$ cat config.mk
export PLATFORM = sky130hd
export DESIGN_NAME = sccb_config_sequencer
export DESIGN_NICKNAME = d
export VERILOG_FILES = /design/src/rtl/sccb_config_sequencer.sv
export SDC_FILE = /design/constraint.sdc
export NUM_CORES = 1
export LEC_CHECK = 0
export CELL_PAD_IN_SITES_DETAIL_PLACEMENT = 1
export CELL_PAD_IN_SITES_GLOBAL_PLACEMENT = 2
export CORE_MARGIN = 2
export CORE_UTILIZATION = 31
export DETAILED_ROUTE_END_ITERATION = 10
export PLACE_DENSITY_LB_ADDON = 0.1
export SLEW_MARGIN = 30
export SYNTH_ARGS = -nofsm -noshare
export SYNTH_HDL_FRONTEND = slang
export SYNTH_SLANG_ARGS = --single-unit
$ cat constraint.sdc
create_clock -name clk -period 3.4 [get_ports clk]
set_clock_uncertainty 0.2 [all_clocks]
set_input_delay 1.02 -clock clk [delete_from_list [all_inputs] [get_ports clk]]
set_output_delay 1.02 -clock clk [all_outputs]
set_load 0.005 [all_outputs]
$ cat src/rtl/sccb_config_sequencer.sv
// Walks a {addr16, data8} register table and issues one SCCB write per entry.
// Handles inline millisecond delay entries and stops at an end marker.
module sccb_config_sequencer #(
   parameter int          CLK_FREQ   = 25000000,
   parameter int          ROM_AW     = 8,
   parameter logic [15:0] END_ADDR   = 16'hFFFF,
   parameter logic [15:0] DELAY_ADDR = 16'hFFF0
) (
   input  logic              clk,
   input  logic              rst_n,
   input  logic              init_start,
   output logic [ROM_AW-1:0] rom_addr,
   input  logic [23:0]       rom_data,
   output logic              sccb_start,
   output logic [15:0]       sccb_address,
   output logic [7:0]        sccb_data,
   input  logic              sccb_ready,
   output logic              busy,
   output logic              done,
   output logic [ROM_AW:0]   write_count
);

   localparam int MS_CYCLES = (CLK_FREQ / 1000 > 0) ? CLK_FREQ / 1000 : 1;
   localparam int CW = (MS_CYCLES > 1) ? $clog2(MS_CYCLES) : 1;
   localparam logic [CW-1:0] CYC_RELOAD = CW'(MS_CYCLES - 1);
   localparam logic [ROM_AW-1:0] LAST_ADDR = '1;

   typedef enum logic [3:0] {
      S_IDLE,
      S_FETCH,
      S_LATCH,
      S_DECODE,
      S_ISSUE,
      S_WAIT_ACK,
      S_WAIT_DONE,
      S_DELAY,
      S_NEXT,
      S_FINISH
   } state_t;

   state_t            state_q, state_d;
   logic [ROM_AW-1:0] rom_addr_q, rom_addr_d;
   logic [23:0]       entry_q, entry_d;
   logic              sccb_start_q, sccb_start_d;
   logic [15:0]       sccb_address_q, sccb_address_d;
   logic [7:0]        sccb_data_q, sccb_data_d;
   logic              busy_q, busy_d;
   logic              done_q, done_d;
   logic [ROM_AW:0]   write_count_q, write_count_d;
   logic [7:0]        ms_count_q, ms_count_d;
   logic [CW-1:0]     cycle_count_q, cycle_count_d;

   logic [15:0] entry_addr;
   logic [7:0]  entry_val;

   assign entry_addr = entry_q[23:8];
   assign entry_val  = entry_q[7:0];

   // Next-state and next-output computation for the table walker.
   always_comb begin
      state_d        = state_q;
      rom_addr_d     = rom_addr_q;
      entry_d        = entry_q;
      sccb_start_d   = 1'b0;
      sccb_address_d = sccb_address_q;
      sccb_data_d    = sccb_data_q;
      busy_d         = busy_q;
      done_d         = done_q;
      write_count_d  = write_count_q;
      ms_count_d     = ms_count_q;
      cycle_count_d  = cycle_count_q;

      unique case (state_q)
         S_IDLE: begin
            if (init_start) begin
               rom_addr_d    = '0;
               write_count_d = '0;
               done_d        = 1'b0;
               busy_d        = 1'b1;
               state_d       = S_FETCH;
            end
         end
         S_FETCH: begin
            state_d = S_LATCH;
         end
         S_LATCH: begin
            entry_d = rom_data;
            state_d = S_DECODE;
         end
         S_DECODE: begin
            if (entry_addr == END_ADDR) begin
               state_d = S_FINISH;
            end else if (entry_addr == DELAY_ADDR) begin
               ms_count_d    = entry_val;
               cycle_count_d = CYC_RELOAD;
               state_d = (entry_val == 8'd0) ? S_NEXT : S_DELAY;
            end else begin
               sccb_address_d = entry_addr;
               sccb_data_d    = entry_val;
               state_d        = S_ISSUE;
            end
         end
         S_ISSUE: begin
            // The engine is never reset, so it may still be busy here.
            if (sccb_ready) begin
               sccb_start_d  = 1'b1;
               write_count_d = write_count_q + 1'b1;
               state_d       = S_WAIT_ACK;
            end
         end
         S_WAIT_ACK: begin
            if (!sccb_ready) begin
               state_d = S_WAIT_DONE;
            end
         end
         S_WAIT_DONE: begin
            if (sccb_ready) begin
               state_d = S_NEXT;
            end
         end
         S_DELAY: begin
            if (cycle_count_q == '0) begin
               if (ms_count_q <= 8'd1) begin
                  ms_count_d = 8'd0;
                  state_d    = S_NEXT;
               end else begin
                  ms_count_d    = ms_count_q - 8'd1;
                  cycle_count_d = CYC_RELOAD;
               end
            end else begin
               cycle_count_d = cycle_count_q - 1'b1;
            end
         end
         S_NEXT: begin
            // No wrap: a table without an end marker stops at the last slot.
            if (rom_addr_q == LAST_ADDR) begin
               state_d = S_FINISH;
            end else begin
               rom_addr_d = rom_addr_q + 1'b1;
               state_d    = S_FETCH;
            end
         end
         S_FINISH: begin
            busy_d  = 1'b0;
            done_d  = 1'b1;
            state_d = S_IDLE;
         end
         default: begin
            state_d = S_IDLE;
         end
      endcase
   end

   // State and output registers with synchronous active-low reset.
   always_ff @(posedge clk) begin
      if (!rst_n) begin
         state_q        <= S_IDLE;
         rom_addr_q     <= '0;
         entry_q        <= '0;
         sccb_start_q   <= 1'b0;
         sccb_address_q <= '0;
         sccb_data_q    <= '0;
         busy_q         <= 1'b0;
         done_q         <= 1'b0;
         write_count_q  <= '0;
         ms_count_q     <= '0;
         cycle_count_q  <= '0;
      end else begin
         state_q        <= state_d;
         rom_addr_q     <= rom_addr_d;
         entry_q        <= entry_d;
         sccb_start_q   <= sccb_start_d;
         sccb_address_q <= sccb_address_d;
         sccb_data_q    <= sccb_data_d;
         busy_q         <= busy_d;
         done_q         <= done_d;
         write_count_q  <= write_count_d;
         ms_count_q     <= ms_count_d;
         cycle_count_q  <= cycle_count_d;
      end
   end

   assign rom_addr     = rom_addr_q;
   assign sccb_start   = sccb_start_q;
   assign sccb_address = sccb_address_q;
   assign sccb_data    = sccb_data_q;
   assign busy         = busy_q;
   assign done         = done_q;
   assign write_count  = write_count_q;

endmodule
==> impl_metrics.py <==
metrics = {
    "status": {
        "outcome": "complete, no violations",
    },
    "hold_path": {
        "hold_depth": 2,
        "worstHoldPathType": "flip-flop to flip-flop",
    },
    "setup_path": {
        "worstSetupEndpoint": "state_q[1]$_SDFFE_PN0P_",
        "critPathSlowestCell": "a221o_1",
        "crit_buf_inv": 1,
        "critPathMaxFanout": 5,
        "critPathRequiredTime_ns": 3.48,
        "r2r-end": "state_q[1]$_SDFFE_PN0P_",
        "crit_path_end_kind": "flip-flop",
        "crit_cells": 7,
        "cpPeakStageDelay_ns": 0.51,
        "timing.rr.start": "cycle_count_q[0]$_SDFFE_PN0P_",
        "reg2reg_depth": 7,
        "setup.worst_path.class": "flip-flop to flip-flop",
        "cp_cell_sequence": "inv_1 > ha_1 > nor4b_1 > nand4_1 > a221o_1 > or4b_1 > a21oi_1",
        "startpoint_type": "flip-flop",
        "rrSetupSlack_ns": 0.70,
        "crit_start": "cycle_count_q[0]$_SDFFE_PN0P_",
        "cp_top_family": "simple AND/OR/NAND/NOR gates",
        "arrival_ns": 2.78,
    },
    "yosys": {
        "synthTopCellsByCount": "nand2_1 (115), dfxtp_1 (95), a21oi_1 (68)",
        "synthTopCellsByArea": "dfxtp_1 (45%), nand2_1 (10%), a21oi_1 (8.0%), nor2_1 (3.5%), xor2_1 (2.7%)",
        "synth.distinct_cells": 58,
        "ys.flop_type": "dfxtp_1",
        "async_reset_ff_share_pct": 0,
        "syn_avg_cell_area_um2": 8.02,
        "seq_area_frac_synth_pct": 44.6,
        "synth_area_leader_cell": "dfxtp_1",
        "synth_cells": 531,
        "synth_edf_count": 0,
        "synth_top_area_share_pct": 44.6,
        "yosys_warnings": 0,
        "synth_most_common_cell": "nand2_1",
        "ys_ff_latch": 95,
        "synth_area_mm2": 0.00426,
        "syn_nets": 564,
    },
    "floorplan": {
        "initial_utilization_pct": 31.9,
        "design.core.area_mm2": 0.0133,
        "io_pins": 72,
        "die_y_um": 121,
        "dieWidth_um": 121,
        "die-area_mm2": 0.0147,
        "fp-row-count": 42,
    },
    "timing": {
        "relSlewSlack_pct": 39.7,
        "maxSlewViolCount": 0,
        "rsz0062_at_grt": "no",
        "final-setup-viol-count": 0,
        "timing.final.crit_share_pct": 79.6,
        "worst_slew_pin_slew_ns": 0.904,
        "timing.fmax_mhz": 370,
        "finalHoldViolations": 0,
        "finalSetupTns_ns": 0,
        "period_needed_ns": 2.70,
    },
    "detailed_routing": {
        "vias": 4047,
        "routed_wl_um": 12300,
        "ant_nets": 0,
        "drtPass1Iterations": 4,
        "drt_iter0_drc": 156,
        "route.detailed.drc": 0,
        "vias_per_cell": 5.25,
        "routed_wire_length_per_instance_um": 16.0,
    },
    "clock_tree": {
        "cts_sinks": 95,
        "cts_htree_levels": 3,
        "cts_tree": "done",
        "clk_latency_ns": 0.35,
        "cts_root_buf": "clkbuf_16",
        "cts_buffers": 9,
        "post_cts_resized": 0,
        "clockBufferDepth": 2,
        "clkTransAtPathRegs_ns": 0.06,
        "cts.hold.buffers_added": 0,
        "post_cts_buffers": 0,
    },
    "placed_design": {
        "dp_hpwl_um": 8790,
        "gp_congestion": 0.739,
        "io_buffers": 71,
        "placed_cell_area_mm2": 0.00517,
    },
    "global_route": {
        "grt-ovfl-total": 0,
        "grt_pass1_wl_um": 20700,
        "grt_pass1_vias": 4075,
        "antenna_found_initial": 0,
        "grt_max_degree": 25,
        "grt_util_all_layers_pct": 17.7,
    },
    "run": {
        "drv_cap": 0,
    },
    "power": {
        "ir_worst_vdd_mv": 0.216,
        "p_leak_nw": 1.85,
        "totalPowerFinal_mw": 2.36,
        "p_per_area_mw_per_mm2": 434,
    },
    "final_layout": {
        "synthToLayoutAreaGrowth_pct": 27.5,
        "drive_gt1_share_pct": 6.22,
        "fillers": 1649,
        "final_area_mm2": 0.00543,
        "diodes": 0,
        "fin_nets": 625,
    },
}
[state kept, by name (all words and copies together), names as in the netlist]
| name | flops |
|---|---|
| busy | 1 |
| cycle_count_q | 15 |
| done | 1 |
| entry_q | 24 |
| ms_count_q | 8 |
| rom_addr | 8 |
| sccb_address | 16 |
| sccb_data | 8 |
| sccb_start | 1 |
| state_q | 4 |
| write_count | 9 |
[layout by cell type (no fill, tap or decap), types with 4 or more instances in the layout]
master             n
nand2_1          115
dfxtp_1           95
clkdlybuf4s50_1   71
a21oi_1           68
nor2_1            40
o21ai_0           14
xor2_1            13
nor4_1            12
buf_4             12
nand4_1           11
or4_1             10
o31a_1            10
clkbuf_16          9
inv_1              8
or3_1              8
nand3_1            6
and3_1             6
o31ai_1            6
ha_1               5
and2_1             4
or2_2              4
o22ai_1            4
o211ai_1           4
nor3_1             4
[tightest hold or removal path, cell delays in order, from the launching register on]
cell     delay (ns)
dfxtp_1        0.31
nand2_1        0.05
a21oi_1        0.05
[metrics by stage]
stage	cells	util [%]	hold WS, ns	setup WS (ns)
after CTS	771	40.7	0.259	0.696
final	771	40.7	0.256	0.695
after detailed placement	757	38.7	0.249	0.399
after global placement	757	38.7	0.242	0.432
after global routing	771	40.7	0.276	0.443
after floorplan	531	-	0.245	0.897
[area by class of cell]
cell class / count / area, um2 / share of cell area (%)
multi-input combinational: 394 / 2210 / 40.7
sequential: 95 / 1900 / 35.0
timing repair buffer: 83 / 801 / 14.7
clock buffer: 13 / 260 / 4.79
tap: 176 / 220 / 4.05
inverter: 9 / 33.8 / 0.622
clock inverter: 1 / 5.00 / 0.0921
[per-layer routing]
metal	wire length [um]	up-vias	track usage, %
li1	-	2019	-
met1	5900	1955	22.8
met2	5880	62	29.5
met3	374	11	3.29
met4	167	0	6.25
met5	0	-	0
[worst min-delay path by stage]
stage                             startpoint                       endpoint  slack [ns]
2_1_floorplan       entry_q[19]$_SDFFE_PN0P_  sccb_address[11]$_SDFFE_PN0P_        0.24
3_3_place_gp   sccb_address[14]$_SDFFE_PN0P_  sccb_address[14]$_SDFFE_PN0P_        0.24
3_5_place_dp   sccb_address[14]$_SDFFE_PN0P_  sccb_address[14]$_SDFFE_PN0P_        0.25
4_1_cts        sccb_address[14]$_SDFFE_PN0P_  sccb_address[14]$_SDFFE_PN0P_        0.26
5_1_grt         sccb_address[1]$_SDFFE_PN0P_   sccb_address[1]$_SDFFE_PN0P_        0.28
6_report       sccb_address[14]$_SDFFE_PN0P_  sccb_address[14]$_SDFFE_PN0P_        0.26
[power breakdown]
| group | switching, mW | internal (mW) | leakage, nW |
|---|---|---|---|
| combinational | 0.131 | 0.0910 | 0.951 |
| sequential | 0.0407 | 1.14 | 0.767 |
| clock | 0.422 | 0.528 | 0.132 |
[cell families (layout without fill, tap and decap cells)]
logic type	count (synthesis)	count (layout)	share of synthesized area, %
AO/OA/AOI/OAI	136	136	20.1
AND/OR/NAND/NOR	236	236	26.4
flip-flops	95	95	44.6
adder cells (fa/ha/maj)	5	5	1.47
buffers and inverters	42	106	3.76
XOR/XNOR	13	13	2.67
multiplexers	4	4	0.969
Power figures use the tool's default switching activity.
